`config.mk`:
```
export PLATFORM = sky130hd
export DESIGN_NAME = ctrl_out_stretch_flat
export DESIGN_NICKNAME = d
export VERILOG_FILES = /design/src/rtl/ctrl_out_stretch_if.sv /design/src/rtl/ctrl_out_stretch.sv /design/src/flat_wrapper.sv
export SDC_FILE = /design/constraint.sdc
export NUM_CORES = 1
export LEC_CHECK = 0
export CELL_PAD_IN_SITES_DETAIL_PLACEMENT = 1
export CELL_PAD_IN_SITES_GLOBAL_PLACEMENT = 1
export CORE_AREA = 2 2 136 171
export DETAILED_ROUTE_END_ITERATION = 8
export DIE_AREA = 0 0 138 173
export PLACE_DENSITY = 0.77
export SLEW_MARGIN = 10
export SYNTH_ARGS = -nofsm -noshare
export SYNTH_HDL_FRONTEND = slang
export SYNTH_SLANG_ARGS = --single-unit
```
`constraint.sdc`:
```
create_clock -name clock -period 3.4 [get_ports clock]
set_input_delay 0.85 -clock clock [delete_from_list [all_inputs] [get_ports clock]]
set_output_delay 0.85 -clock clock [all_outputs]
set_load 0.005 [all_outputs]
```
`src/rtl/ctrl_out_stretch_if.sv`:
```
// ctrl_out_stretch_if: bundles the control register, the multiplexer bits and
// the conditioned outputs of the ctrl_out_stretch block.
//   ctrl  : mode register, bits [2*ch+1:2*ch] select the mode of channel ch
//   in    : per-channel multiplexer outputs
//   clear : per-channel latch clear pulses
//   out   : per-channel conditioned outputs (registered)
//   busy  : per-channel "not IDLE" flags (registered)
// master drives ctrl/in/clear, slave (the block) drives out/busy.
interface ctrl_out_stretch_if #(
  parameter int NUM_CH    = 3,
  parameter int REG_WIDTH = 32
);
  logic [REG_WIDTH-1:0] ctrl;
  logic [NUM_CH-1:0]    in;
  logic [NUM_CH-1:0]    clear;
  logic [NUM_CH-1:0]    out;
  logic [NUM_CH-1:0]    busy;

  modport master (output ctrl, in, clear, input out, busy);
  modport slave  (input ctrl, in, clear, output out, busy);
endinterface

```
`src/rtl/ctrl_out_stretch.sv`:
```
// ctrl_out_stretch: per-channel pulse stretcher / blinker / latch that sits
// between the control-output multiplexer and the pins.
//   clock   : system clock, all state on the rising edge
//   reset_n : synchronous active-low reset
//   bus     : ctrl/in/clear in, out/busy out (see ctrl_out_stretch_if)
// Modes per channel: 00 BYPASS, 01 STRETCH, 10 BLINK, 11 LATCH.
// Every output is registered: out(t+1) = f(in(t), state(t)).

// One channel. Registers: state, out, busy, scnt, bcnt, mode_q.
module ctrl_out_stretch_ch #(
  parameter int CNT_BITS       = 24,
  parameter int STRETCH_CYCLES = 10000000,
  parameter int BLINK_CYCLES   = 2500000
) (
  input  logic       clock,
  input  logic       reset_n,
  input  logic [1:0] mode,
  input  logic       in,
  input  logic       clear,
  output logic       out,
  output logic       busy
);
  localparam logic [1:0] M_BYPASS  = 2'b00;
  localparam logic [1:0] M_STRETCH = 2'b01;
  localparam logic [1:0] M_BLINK   = 2'b10;
  localparam logic [1:0] M_LATCH   = 2'b11;

  localparam logic [CNT_BITS-1:0] S_LOAD = CNT_BITS'(STRETCH_CYCLES - 1);
  localparam logic [CNT_BITS-1:0] B_LOAD = CNT_BITS'(BLINK_CYCLES - 1);

  typedef enum logic [1:0] {ST_IDLE, ST_HOLD, ST_LATCH} st_t;

  st_t                 state, state_nxt;
  logic [CNT_BITS-1:0] scnt, scnt_nxt;
  logic [CNT_BITS-1:0] bcnt, bcnt_nxt;
  logic [1:0]          mode_q;
  logic                out_nxt;
  logic                mode_chg;

  // A mode change resets the channel and is the highest-priority rule.
  assign mode_chg = (mode != mode_q);

  // State register
  always_ff @(posedge clock) begin
    if (!reset_n) begin
      state  <= ST_IDLE;
      scnt   <= '0;
      bcnt   <= '0;
      mode_q <= M_BYPASS;
      out    <= 1'b0;
      busy   <= 1'b0;
    end else begin
      state  <= state_nxt;
      scnt   <= scnt_nxt;
      bcnt   <= bcnt_nxt;
      mode_q <= mode;
      out    <= out_nxt;
      busy   <= (state_nxt != ST_IDLE);
    end
  end

  // Next state and counters
  always_comb begin
    state_nxt = state;
    scnt_nxt  = scnt;
    bcnt_nxt  = bcnt;
    if (mode_chg) begin
      state_nxt = ST_IDLE;
      scnt_nxt  = '0;
      bcnt_nxt  = '0;
    end else begin
      case (mode_q)
        M_STRETCH, M_BLINK: begin
          case (state)
            ST_IDLE: begin
              if (in) begin
                state_nxt = ST_HOLD;
                scnt_nxt  = S_LOAD;
                bcnt_nxt  = (mode_q == M_BLINK) ? B_LOAD : '0;
              end
            end
            ST_HOLD: begin
              if (!in && scnt == '0) begin
                // Expiry beats a blink toggle due in the same cycle.
                state_nxt = ST_IDLE;
                bcnt_nxt  = '0;
              end else begin
                scnt_nxt = in ? S_LOAD : scnt - 1'b1;
                // Retrigger only reloads scnt; the blink phase keeps running.
                if (mode_q == M_BLINK)
                  bcnt_nxt = (bcnt == '0) ? B_LOAD : bcnt - 1'b1;
              end
            end
            default: state_nxt = ST_IDLE;
          endcase
        end
        M_LATCH: begin
          case (state)
            ST_IDLE:  if (in)    state_nxt = ST_LATCH;
            ST_LATCH: if (clear) state_nxt = ST_IDLE;
            default:             state_nxt = ST_IDLE;
          endcase
        end
        default: state_nxt = ST_IDLE;
      endcase
    end
  end

  // Output
  always_comb begin
    out_nxt = 1'b0;
    if (!mode_chg) begin
      case (mode_q)
        M_BYPASS:  out_nxt = in;
        M_STRETCH: out_nxt = (state_nxt == ST_HOLD);
        M_BLINK: begin
          if (state_nxt == ST_HOLD)
            out_nxt = (state != ST_HOLD) ? 1'b1 : ((bcnt == '0) ? ~out : out);
        end
        default:   out_nxt = (state_nxt == ST_LATCH);
      endcase
    end
  end
endmodule

module ctrl_out_stretch #(
  parameter int NUM_CH         = 3,
  parameter int REG_WIDTH      = 32,
  parameter int CNT_BITS       = 24,
  parameter int STRETCH_CYCLES = 10000000,
  parameter int BLINK_CYCLES   = 2500000
) (
  input  logic               clock,
  input  logic               reset_n,
  ctrl_out_stretch_if.slave  bus
);
  logic [NUM_CH-1:0] out_w;
  logic [NUM_CH-1:0] busy_w;
  logic              ctrl_unused;

  // Bits of ctrl above the mode fields are deliberately ignored.
  assign ctrl_unused = ^bus.ctrl;

  for (genvar ch = 0; ch < NUM_CH; ch++) begin : g_ch
    ctrl_out_stretch_ch #(
      .CNT_BITS       (CNT_BITS),
      .STRETCH_CYCLES (STRETCH_CYCLES),
      .BLINK_CYCLES   (BLINK_CYCLES)
    ) u_ch (
      .clock   (clock),
      .reset_n (reset_n),
      .mode    (bus.ctrl[2*ch+1 -: 2]),
      .in      (bus.in[ch]),
      .clear   (bus.clear[ch]),
      .out     (out_w[ch]),
      .busy    (busy_w[ch])
    );
  end

  assign bus.out  = out_w;
  assign bus.busy = busy_w;
endmodule

```
`src/flat_wrapper.sv`:
```
// flat-port wrapper written by rule: the top's interface ports become plain ports
module ctrl_out_stretch_flat 
#(
  parameter int NUM_CH         = 3,
  parameter int REG_WIDTH      = 32,
  parameter int CNT_BITS       = 24,
  parameter int STRETCH_CYCLES = 10000000,
  parameter int BLINK_CYCLES   = 2500000
)
  (clock, reset_n, bus_ctrl, bus_in, bus_clear, bus_out, bus_busy);
  ctrl_out_stretch_if #(.NUM_CH(NUM_CH), .REG_WIDTH(REG_WIDTH)) bus_i ();
  input  logic clock;
  input  logic reset_n;
  input wire logic [$bits(bus_i.ctrl)-1:0] bus_ctrl;
  input wire logic [$bits(bus_i.in)-1:0] bus_in;
  input wire logic [$bits(bus_i.clear)-1:0] bus_clear;
  output wire logic [$bits(bus_i.out)-1:0] bus_out;
  output wire logic [$bits(bus_i.busy)-1:0] bus_busy;
  assign bus_i.ctrl = bus_ctrl;
  assign bus_i.in = bus_in;
  assign bus_i.clear = bus_clear;
  assign bus_out = bus_i.out;
  assign bus_busy = bus_i.busy;
  ctrl_out_stretch #(.NUM_CH(NUM_CH), .REG_WIDTH(REG_WIDTH), .CNT_BITS(CNT_BITS), .STRETCH_CYCLES(STRETCH_CYCLES), .BLINK_CYCLES(BLINK_CYCLES)) u_core (.clock(clock), .reset_n(reset_n), .bus(bus_i));
endmodule
```
==> results.md, run 1 <==
* Max Fclk at approximately 340 MHz
* Seq. cell area at roughly 0.0032 mm2
* Status: finished clean
* Seq/Total Area, Yosys at 0.368
* Tot GR Track Use at 0.205
* Syn avg cell area at 8.14 um2
* Slowest-stage cell, CP: or4b_2
* Crit path depth at 8
* Worst reg-to-reg setup slack at 0.52 ns
* CTS tree: done
* First-pass DRT Iterations at 4
* Clock Sinks at between 150 and 200
* Crit-path cells: clkdlybuf4s50_1 > or4b_2 > nor4_1 > buf_4 > a211o_1 > or3b_2 > nor3_1 > nor4_1
* Critical Path End Type: flip-flop
* Crit Path Max Fanout at 4
* Synthesized flop and latch total at ~160
* Internal power at approximately 3.6 mW
* WP buf/inv at 2
* Total power at approximately 5 mW
* Syn Nets at 1153
* Unrepaired setup endpoints after global routing: no
* R2R cell count at 6
* Crit-path max cell delay at roughly 0.63 ns
* Worst r2r src: u_core.g_ch[1].u_ch.scnt[12]$_SDFFE_PP0P_
* Average vias per placed instance at between 5 and 6
* Core area at around 0.022 mm2
* Die ar. at approximately 0.024 mm2
* Setup crit end: u_core.g_ch[0].u_ch.bcnt[17]$_SDFFE_PP0P_
* # diodes at 0
* Root Driver: clkbuf_16
* WHS at between 0.4 and 0.5 ns
* Initial antenna violation count at 0
* Number of port buffers at 19
* Clk pwr share at 0.411
* EDFF count, synth at 0
* Total global routing overflow at 0
* Final Slew Violations at 0
* Comb power frac at 0.188
* Startpoint types: primary input
* Worst Hold Depth at 2
* DRT antenna net count at 0
* Reg clk slew, reported paths at approximately 0.06 ns
* Standard-cell rows at between 60 and 70
* Fill count at about 2700
* Iteration-0 DRC Markers at between 300 and 400
* Setup_tns at 0 ns
* Final number of hold-violating endpoints at 0
* Starting density of the core at 0.398
* Largest net degree at the start of global routing at 20
* CP top delay family: simple AND/OR/NAND/NOR gates
* Syn. warnings at 0
* Global-route wire length before repair at roughly 41 mm
* Setup crit start: bus_in[0]
* Slew HR at 0.247
* Final Skew at ~0.011 ns
* Distinct cell type count after synthesis at 63
* Worst VDD drop at about 0.33 mV
* Min cycle time layout at 2.95 ns
* FFs w/ async S/R, synth at 0
* Mapped cell area at approximately 0.0088 mm2
* Multi-input logic area at ~0.0053 mm2
* Share of layout cells above drive strength 1 at 0.0858
* MaxCap Viol Count at 0
* Gp weighted congestion at roughly 0.81
* DR DRC count at 0
* Worst-Margin Slew at about 1.1 ns
* CTS Hold Bufs at 0
* H-tree levels at 4
* Worst path most repeated cell: nor4_1
* Vias in the first global route at 8512
* Leakage at 3.81 nW
* Total routed wirelength at 24.4 mm
* Number of buffers created by CTS at 17
* Post-layout util at 0.455
* Sw power at 1.40 mW
* Post-DP HPWL at between 15 and 20 mm
* Reg-to-Reg End: u_core.g_ch[1].u_ch.bcnt[22]$_SDFFE_PP0P_
* Reg power frac at 0.402
* Final setup vio count at 0
* Vias at slightly above 8000
* Wire length per cell at 17.4 um
* Switching Fraction at 0.281
* HP Class: reg2reg
* Nets@finish at 1182
* Die Wd at about 140 um
* Synth Flop Type: dfxtp_1
* Critical path arrival at between 3 and 4 ns
* Setup CP Type: in2reg
* Die Y-Extent at around 170 um
* CP required at approximately 3.7 ns
* I/O pin count at 46
* Setup bufs post-CTS at 0
* Area Overhead vs Synth at 14.2%
* Clk Latency, worst-skew pair at 0.43 ns
* Commonest non-fill, non-tap cell in the layout: dfxtp_1
* PwrDens at 497 mW/mm2
* Longest Clk Path Bufs at 2
* Resized Gates After CTS at 0
* Post-synthesis instance total at 1083
* Final worst path period share at 0.868
* Most frequent cells in the layout: 162 x dfxtp_1, 140 x nor2_1, 90 x a21oi_1, 60 x nand2_1, 59 x nor3_1
-- per-layer routing --
layer | part of all wire | routed length (um) | vias to the layer above | track usage
met2 | 0.52 | 12600 | 58 | 0.377
met4 | 0.019 | 456 | 0 | 0.0719
met5 | 0 | 0 | - | 0
met3 | 0.014 | 345 | 35 | 0.0294
li1 | - | - | 4002 | -
met1 | 0.45 | 11000 | 4066 | 0.241
-- worst register-to-register path, delay by kind of cell, from the launching register on --
kind | cells | cell delay, ns
AO/OA/AOI/OAI | 1 | 0.40
AND/OR/NAND/NOR | 4 | 1.87
flip-flops | 1 | 0.33
XOR/XNOR | 1 | 0.18
-- sequential cells by signal, indices dropped and copies added, names as in the netlist --
name	count
u_core.g_ch.u_ch.bcnt	72
u_core.g_ch.u_ch.state	6
u_core.g_ch.u_ch.busy	3
u_core.g_ch.u_ch.scnt	72
u_core.g_ch.u_ch.out	3
u_core.g_ch.u_ch.mode_q	6
-- logic make-up (layout without fill, tap and decap cells) --
| group | count (synthesis) | in the layout | synth area share |
|---|---|---|---|
| AND/OR/NAND/NOR | 490 | 490 | 0.294 |
| AO/OA/AOI/OAI | 239 | 239 | 0.174 |
| flip-flops | 162 | 162 | 0.368 |
| XOR/XNOR | 84 | 84 | 0.0834 |
| buffers and inverters | 77 | 113 | 0.0366 |
| adder cells (fa/ha/maj) | 30 | 30 | 0.0426 |
| multiplexers | 1 | 1 | 0.00114 |
-- stage by stage --
step,worst slack (ns),std cells,instance area [um2]
after floorplan,0.393,1083,8820
after global placement,0.115,1376,9460
after detailed placement,0.00868,1376,9460
after CTS,0.453,1402,10100
after global routing,0.277,1402,10100
final,0.449,1402,10100
-- worst min path at each step --
stage                                                   start                                         to  slack [ns]
floorplan           u_core.g_ch[2].u_ch.bcnt[23]$_SDFFE_PP0P_  u_core.g_ch[2].u_ch.bcnt[23]$_SDFFE_PP0P_        0.44
global placement    u_core.g_ch[2].u_ch.bcnt[23]$_SDFFE_PP0P_  u_core.g_ch[2].u_ch.bcnt[23]$_SDFFE_PP0P_        0.45
detailed placement  u_core.g_ch[2].u_ch.bcnt[23]$_SDFFE_PP0P_  u_core.g_ch[2].u_ch.bcnt[23]$_SDFFE_PP0P_        0.47
CTS                 u_core.g_ch[2].u_ch.bcnt[23]$_SDFFE_PP0P_  u_core.g_ch[2].u_ch.bcnt[23]$_SDFFE_PP0P_        0.48
global route        u_core.g_ch[2].u_ch.bcnt[23]$_SDFFE_PP0P_  u_core.g_ch[2].u_ch.bcnt[23]$_SDFFE_PP0P_        0.50
finish              u_core.g_ch[2].u_ch.bcnt[23]$_SDFFE_PP0P_  u_core.g_ch[2].u_ch.bcnt[23]$_SDFFE_PP0P_        0.48
-- power by group through the flow --
stage          Sequential [mW]  Clock [mW]  Combinational, mW
2_1_floorplan             2.03           0              0.672
6_report                  2.01        2.05              0.939
3_5_place_dp              2.05           0              0.928
5_1_grt                   2.01        2.18               1.05
3_3_place_gp              2.04           0              0.901
4_1_cts                   2.01        2.10              0.941
-- synthesized netlist by cell type, types with 11 or more instances --
cell,count,area share
a311oi_1,26,0.026
nand2_1,60,0.026
clkbuf_1,40,0.017
nand3_1,34,0.019
nor3_1,59,0.033
or3_1,19,0.013
and2_1,15,0.011
o21a_1,11,0.0094
nand2b_1,16,0.011
xor2_1,46,0.046
inv_1,26,0.011
a21oi_1,90,0.051
xnor2_1,38,0.038
ha_1,30,0.043
nand4_1,16,0.011
nand4b_1,11,0.011
o21ai_0,43,0.024
or4_1,22,0.019
o211ai_1,11,0.0094
nor2_1,140,0.060
dfxtp_1,162,0.37
nor4_1,38,0.027
-- cell type report --
cell class / instances / share of cell area
multi-input combinational: 844 / 0.522
sequential: 162 / 0.322
tap: 283 / 0.0352
timing repair buffer: 61 / 0.0502
clock inverter: 5 / 0.0128
clock buffer: 21 / 0.0477
inverter: 26 / 0.00969
Note: power is estimated with default switching activity, not from simulation.
==> run 2: changes to the inputs <==
- PLACE_DENSITY: 0.77 -> 0.8
- clock period: 3.4 -> 2.4 ns (I/O delays scaled with it)
==> results.md, run 2 (synthesis gave the netlist of run 1 again) <==
* WP buf/inv at 0
* Worst path most repeated cell: or4_4
* Multi-input logic area at ~0.0057 mm2
* Gp weighted congestion at between 0.8 and 0.9
* Final Slew Violations at 0
* Number of buffers created by CTS at 17
* Nets@finish at approximately 1300
* Placed Area at just over 0.01 mm2
* DRT antenna net count at 0
* H-tree levels at 4
* Reg clk slew, reported paths at around 0.070 ns
* Critical Path End Type: flip-flop
* Post-layout util at 0.511
* GR Util met2 at 0.418
* HP Class: reg2reg
* PwrDens at roughly 640 mW/mm2
* Die Y-Extent at ~170 um
* Failing checks: setup timing
* CTS Hold Bufs at 0
* Total global routing overflow at 0
* Seq. cell area at 0.00325 mm2
* Unrepaired setup endpoints after global routing: yes
* Leakage at between 4 and 5 nW
* Most frequent cells in the layout: 155 x dfxtp_1, 141 x buf_4, 139 x nor2_1, 71 x a21oi_1, 59 x nand2_1
* # diodes at 0
* # placed instances at approximately 1500
* Area Overhead vs Synth at 28.3%
* Largest registers: u_core.g_ch.u_ch.bcnt (72), u_core.g_ch.u_ch.scnt (72)
* Vias in the first global route at 9395
* CTS tree: done
* Total routed wirelength at between 20 and 30 mm
* Final worst path period share at 1.05
* Wire length per cell at between 15 and 20 um
* Die ar. at ~0.024 mm2
* Clk Latency, worst-skew pair at 0.44 ns
* Root Driver: clkbuf_16
* MaxCap Viol Count at 0
* Worst-Margin Slew at roughly 0.77 ns
* Crit Path Max Fanout at 4
* Global-route wire length before repair at around 45 mm
* Setup CP Type: reg2reg
* Standard-cell rows at 61
* Tot GR Track Use at 0.222
* Crit-path max cell delay at 0.53 ns
* Share of layout cells above drive strength 1 at 0.232
* Place WS at -0.534 ns
* CP top delay family: simple AND/OR/NAND/NOR gates
* Number of port buffers at 19
* Setup_tns at -0.271 ns
* Final non-filler cell total at ~1500
* Initial antenna violation count at 0
* DR DRC count at 0
* Clock Sinks at 162
* Longest Clk Path Bufs at 2
* Final setup vio count at 13
* Max Fclk at about 400 MHz
* Core area at between 0.02 and 0.025 mm2
* Post-DP HPWL at ~19 mm
* Slew HR at 0.486
* Die Wd at about 140 um
* Min cycle time layout at 2.51 ns
* Slowest-stage cell, CP: or4_4
* First-pass DRT Iterations at 5
* Fill count at about 2600
* Vias at ~8700
* Average vias per placed instance at between 5 and 6
* GR Util met3 at 0.0357
* Startpoint types: flip-flop
* I/O pin count at 46
* Final Skew at between 0.009 and 0.01 ns
* Final WS setup at -0.112 ns
* Largest net degree at the start of global routing at 17
* Grt met1 use at 0.246
* CP required at ~2.7 ns
* Most used routing layer: met2
* Crit-path cells: or4_4 > or4_4 > o211a_4 > or4b_4 > xor2_2 > nor2_2
* Critical path arrival at ~2.9 ns
* Final number of hold-violating endpoints at 0
* Design Area, Final at about 0.011 mm2
* Starting density of the core at 0.398
* Iteration-0 DRC Markers at around 280
* Status: finished with violations
* Worst VDD drop at 0.545 mV
* Commonest non-fill, non-tap cell in the layout: dfxtp_1
==> run 2: cell type report <==
class                   instances  share of cell area
clock buffers                  20              0.0413
clock inverters                12             0.00863
inverters                      26             0.00863
multi-input cells             844               0.500
flip-flops and latches        162               0.287
well taps                     283              0.0313
repair buffers                169               0.123
==> run 2: path summary, 6_finish.rpt <==
path | startpoint | end | slack, ns | cells after the start
min reg2reg | u_core.g_ch[0].u_ch.bcnt[5]$_SDFFE_PP0P_ | u_core.g_ch[0].u_ch.bcnt[5]$_SDFFE_PP0P_ | 0.48 | 2
max | u_core.g_ch[1].u_ch.scnt[12]$_SDFFE_PP0P_ | u_core.g_ch[1].u_ch.bcnt[22]$_SDFFE_PP0P_ | -0.11 | 6
max reg2reg | u_core.g_ch[1].u_ch.scnt[12]$_SDFFE_PP0P_ | u_core.g_ch[1].u_ch.bcnt[22]$_SDFFE_PP0P_ | -0.11 | 6
min | u_core.g_ch[0].u_ch.bcnt[5]$_SDFFE_PP0P_ | u_core.g_ch[0].u_ch.bcnt[5]$_SDFFE_PP0P_ | 0.48 | 2
==> run 2: per-layer routing <==
layer / wire [um] / up-vias
li1: - / 4216
met1: 11200 / 4315
met2: 14300 / 124
met3: 610 / 67
met4: 867 / 0
met5: 0 / -
==> run 2: power by group <==
part | leakage [nW] | internal [mW] | total (mW) | switching, mW
clock | 0.275 | 1.42 | 2.65 | 1.22
combinational | 2.82 | 0.760 | 1.73 | 0.968
sequential | 1.31 | 2.76 | 2.83 | 0.0714
total | 4.41 | 4.94 | 7.21 | 2.26
==> run 2: worst min-delay path, stage by stage (launching register included) <==
cell and delay, ns:
dfxtp_1 0.32, nand2_1 0.06, a21oi_1 0.05
==> run 2: what timing repair did <==
| action | 4_1_cts | 5_1_grt |
|---|---|---|
| gates resized for setup | 23 | 61 |
| cloned | 1 | 0 |
| buffers inserted | 1 | 3 |
| pin swaps | 10 | 25 |
| setup endpoints to repair | 59 | 110 |
==> run 2: per-stage QoR <==
step	hold slack (ns)	total power [mW]
after CTS	0.481	7.12
final	0.479	7.21
after floorplan	0.439	3.88
after global placement	0.460	4.37
after detailed placement	0.462	4.41
after global routing	0.510	7.53
==> run 3: changes to the inputs <==
- CTS_BUF_LIST: unset -> sky130_fd_sc_hd__clkbuf_2 sky130_fd_sc_hd__clkbuf_4 sky130_fd_sc_hd__clkbuf_8
==> results.md, run 3 (synthesis gave the netlist of run 1 again) <==
* Status: finished with violations
* Failing checks: setup timing
* Hold Crit Start: u_core.g_ch[2].u_ch.scnt[13]$_SDFFE_PP0P_
* Startpoint types: flip-flop
* Starting density of the core at 0.398
* Largest registers: u_core.g_ch.u_ch.bcnt (72), u_core.g_ch.u_ch.scnt (72)
* Final Skew at 0.0155 ns
* Average vias per placed instance at 5.73
* WP buf/inv at 0
* Multi-input logic area at between 0.005 and 0.006 mm2
* Leakage at around 4.3 nW
* Post-DP HPWL at ~19 mm
* HP Class: reg2reg
* Slowest-stage cell, CP: or4_4
* Die Y-Extent at roughly 170 um
* Initial antenna violation count at 0
* Max Fclk at 403 MHz
* Design Area, Final at approximately 0.011 mm2
* Reg clk slew, reported paths at roughly 0.10 ns
* Clock Sinks at 162
* Worst VDD drop at around 0.37 mV
* Final worst path period share at 1.03
* DRT antenna net count at 0
* Die ar. at approximately 0.024 mm2
* Setup CP Type: reg2reg
* Core area at 0.0221 mm2
* Critical Path End Type: flip-flop
* Reg-to-Reg End: u_core.g_ch[1].u_ch.bcnt[22]$_SDFFE_PP0P_
* Worst reg-to-reg setup slack at -0.08 ns
* Worst Hold Depth at 2
* Gp weighted congestion at just over 0.8
* Total global routing overflow at 0
* Vias in the first global route at around 9000
* CP required at between 2 and 3 ns
* Final WS setup at -0.0832 ns
* WHS at around 0.48 ns
* Fill count at between 2000 and 3000
* MaxCap Viol Count at 0
* Crit-path cells: or4_4 > or4_4 > o211a_4 > or4b_4 > xor2_2 > nor2_2
* Slew HR at 0.480
* Number of port buffers at 19
* Final Slew Violations at 0
* Clk Latency, worst-skew pair at 0.49 ns
* PwrDens at 586 mW/mm2
* Number of buffers created by CTS at 17
* Root Driver: clkbuf_8
* Min cycle time layout at about 2.5 ns
* CP top delay family: simple AND/OR/NAND/NOR gates
* Global-route wire length before repair at 43.9 mm
* CTS Hold Bufs at 0
* # placed instances at around 1500
* Final number of hold-violating endpoints at 0
* Setup_tns at -0.281 ns
* H-tree levels at 4
* Worst-Margin Slew at 0.778 ns
* Crit Path Max Fanout at 4
* Most frequent cells in the layout: 153 x dfxtp_1, 141 x buf_4, 139 x nor2_1, 76 x a21oi_1, 58 x nand2_1
* Final non-filler cell total at ~1500
* # diodes at 0
* Longest Clk Path Bufs at 2
* Tot GR Track Use at 0.217
* Iteration-0 DRC Markers at about 290
* Place WS at -0.534 ns
* Commonest non-fill, non-tap cell in the layout: dfxtp_1
* Die Wd at 138 um
* Worst r2r src: u_core.g_ch[1].u_ch.scnt[23]$_SDFFE_PP0P_
* Area Overhead vs Synth at 25.9%
* Vias at 8693
* Nets@finish at around 1300
* Share of layout cells above drive strength 1 at 0.228
* R2R cell count at 6
* Total power at between 6 and 7 mW
* Largest net degree at the start of global routing at 17
* Worst path most repeated cell: or4_4
* Critical path arrival at between 2 and 3 ns
* Total routed wirelength at 26.4 mm
* Wire length per cell at 17.4 um
* First-pass DRT Iterations at 6
* Unrepaired setup endpoints after global routing: yes
* Final setup vio count at 10
* Seq. cell area at around 0.0033 mm2
* Worst hold endpoint: u_core.g_ch[2].u_ch.scnt[13]$_SDFFE_PP0P_
* CTS tree: done
* Placed Area at 0.0104 mm2
* Crit-path max cell delay at 0.54 ns
* Standard-cell rows at approximately 60
* Post-layout util at 0.501
* I/O pin count at 46
* DR DRC count at 0
[run 3: metal layers]
layer	track usage	up-vias	routed length [um]
met4	0.0808	0	709
met3	0.0330	57	617
met5	0	-	0
li1	-	4237	-
met1	0.239	4284	11000
met2	0.418	115	14100
[run 3: report_power, final]
group / internal, mW / switching (mW)
combinational: 0.764 / 0.965
clock: 0.816 / 1.13
sequential: 2.76 / 0.0694
[run 3: layout make-up]
| cell class | count | share of cell area |
|---|---|---|
| Clock inverter | 12 | 0.00879 |
| Multi-Input combinational cell | 845 | 0.509 |
| Clock buffer | 20 | 0.0248 |
| Sequential cell | 162 | 0.293 |
| Inverter | 26 | 0.00879 |
| Timing Repair Buffer | 168 | 0.123 |
| Tap cell | 283 | 0.0319 |
[run 3: worst reg2reg max path, delay by kind of cell, from the launching register on]
kind / cells / cell delay (ns)
AOI/OAI and AO/OA: 1 / 0.27
DFF: 1 / 0.34
xor gates and xnor gates: 1 / 0.16
and+or+nand+nor: 4 / 1.66
[run 3: what timing repair did]
action                                  CTS  global route
hold endpoints to repair                  0             0
cloned                                    0             2
buffers inserted                          0             3
endpoints found under the setup margin   41           104
gates resized for setup                  22            58
pin swaps                                 5            21
[run 3: worst max path at each step]
stage | startpoint | to | slack (ns) | cells after the start
final | u_core.g_ch[1].u_ch.scnt[23]$_SDFFE_PP0P_ | u_core.g_ch[1].u_ch.bcnt[22]$_SDFFE_PP0P_ | -0.08 | 6
after global routing | u_core.g_ch[1].u_ch.bcnt[16]$_SDFFE_PP0P_ | u_core.g_ch[1].u_ch.bcnt[11]$_SDFFE_PP0P_ | -0.18 | 8
after CTS | u_core.g_ch[1].u_ch.scnt[2]$_SDFFE_PP0P_ | u_core.g_ch[1].u_ch.bcnt[22]$_SDFFE_PP0P_ | -0.08 | 6
after floorplan | bus_in[1] | u_core.g_ch[1].u_ch.bcnt[22]$_SDFFE_PP0P_ | -0.29 | 9
after detailed placement | bus_in[1] | u_core.g_ch[1].u_ch.bcnt[23]$_SDFFE_PP0P_ | -0.53 | 8
after global placement | bus_in[1] | u_core.g_ch[1].u_ch.bcnt[22]$_SDFFE_PP0P_ | -0.50 | 7
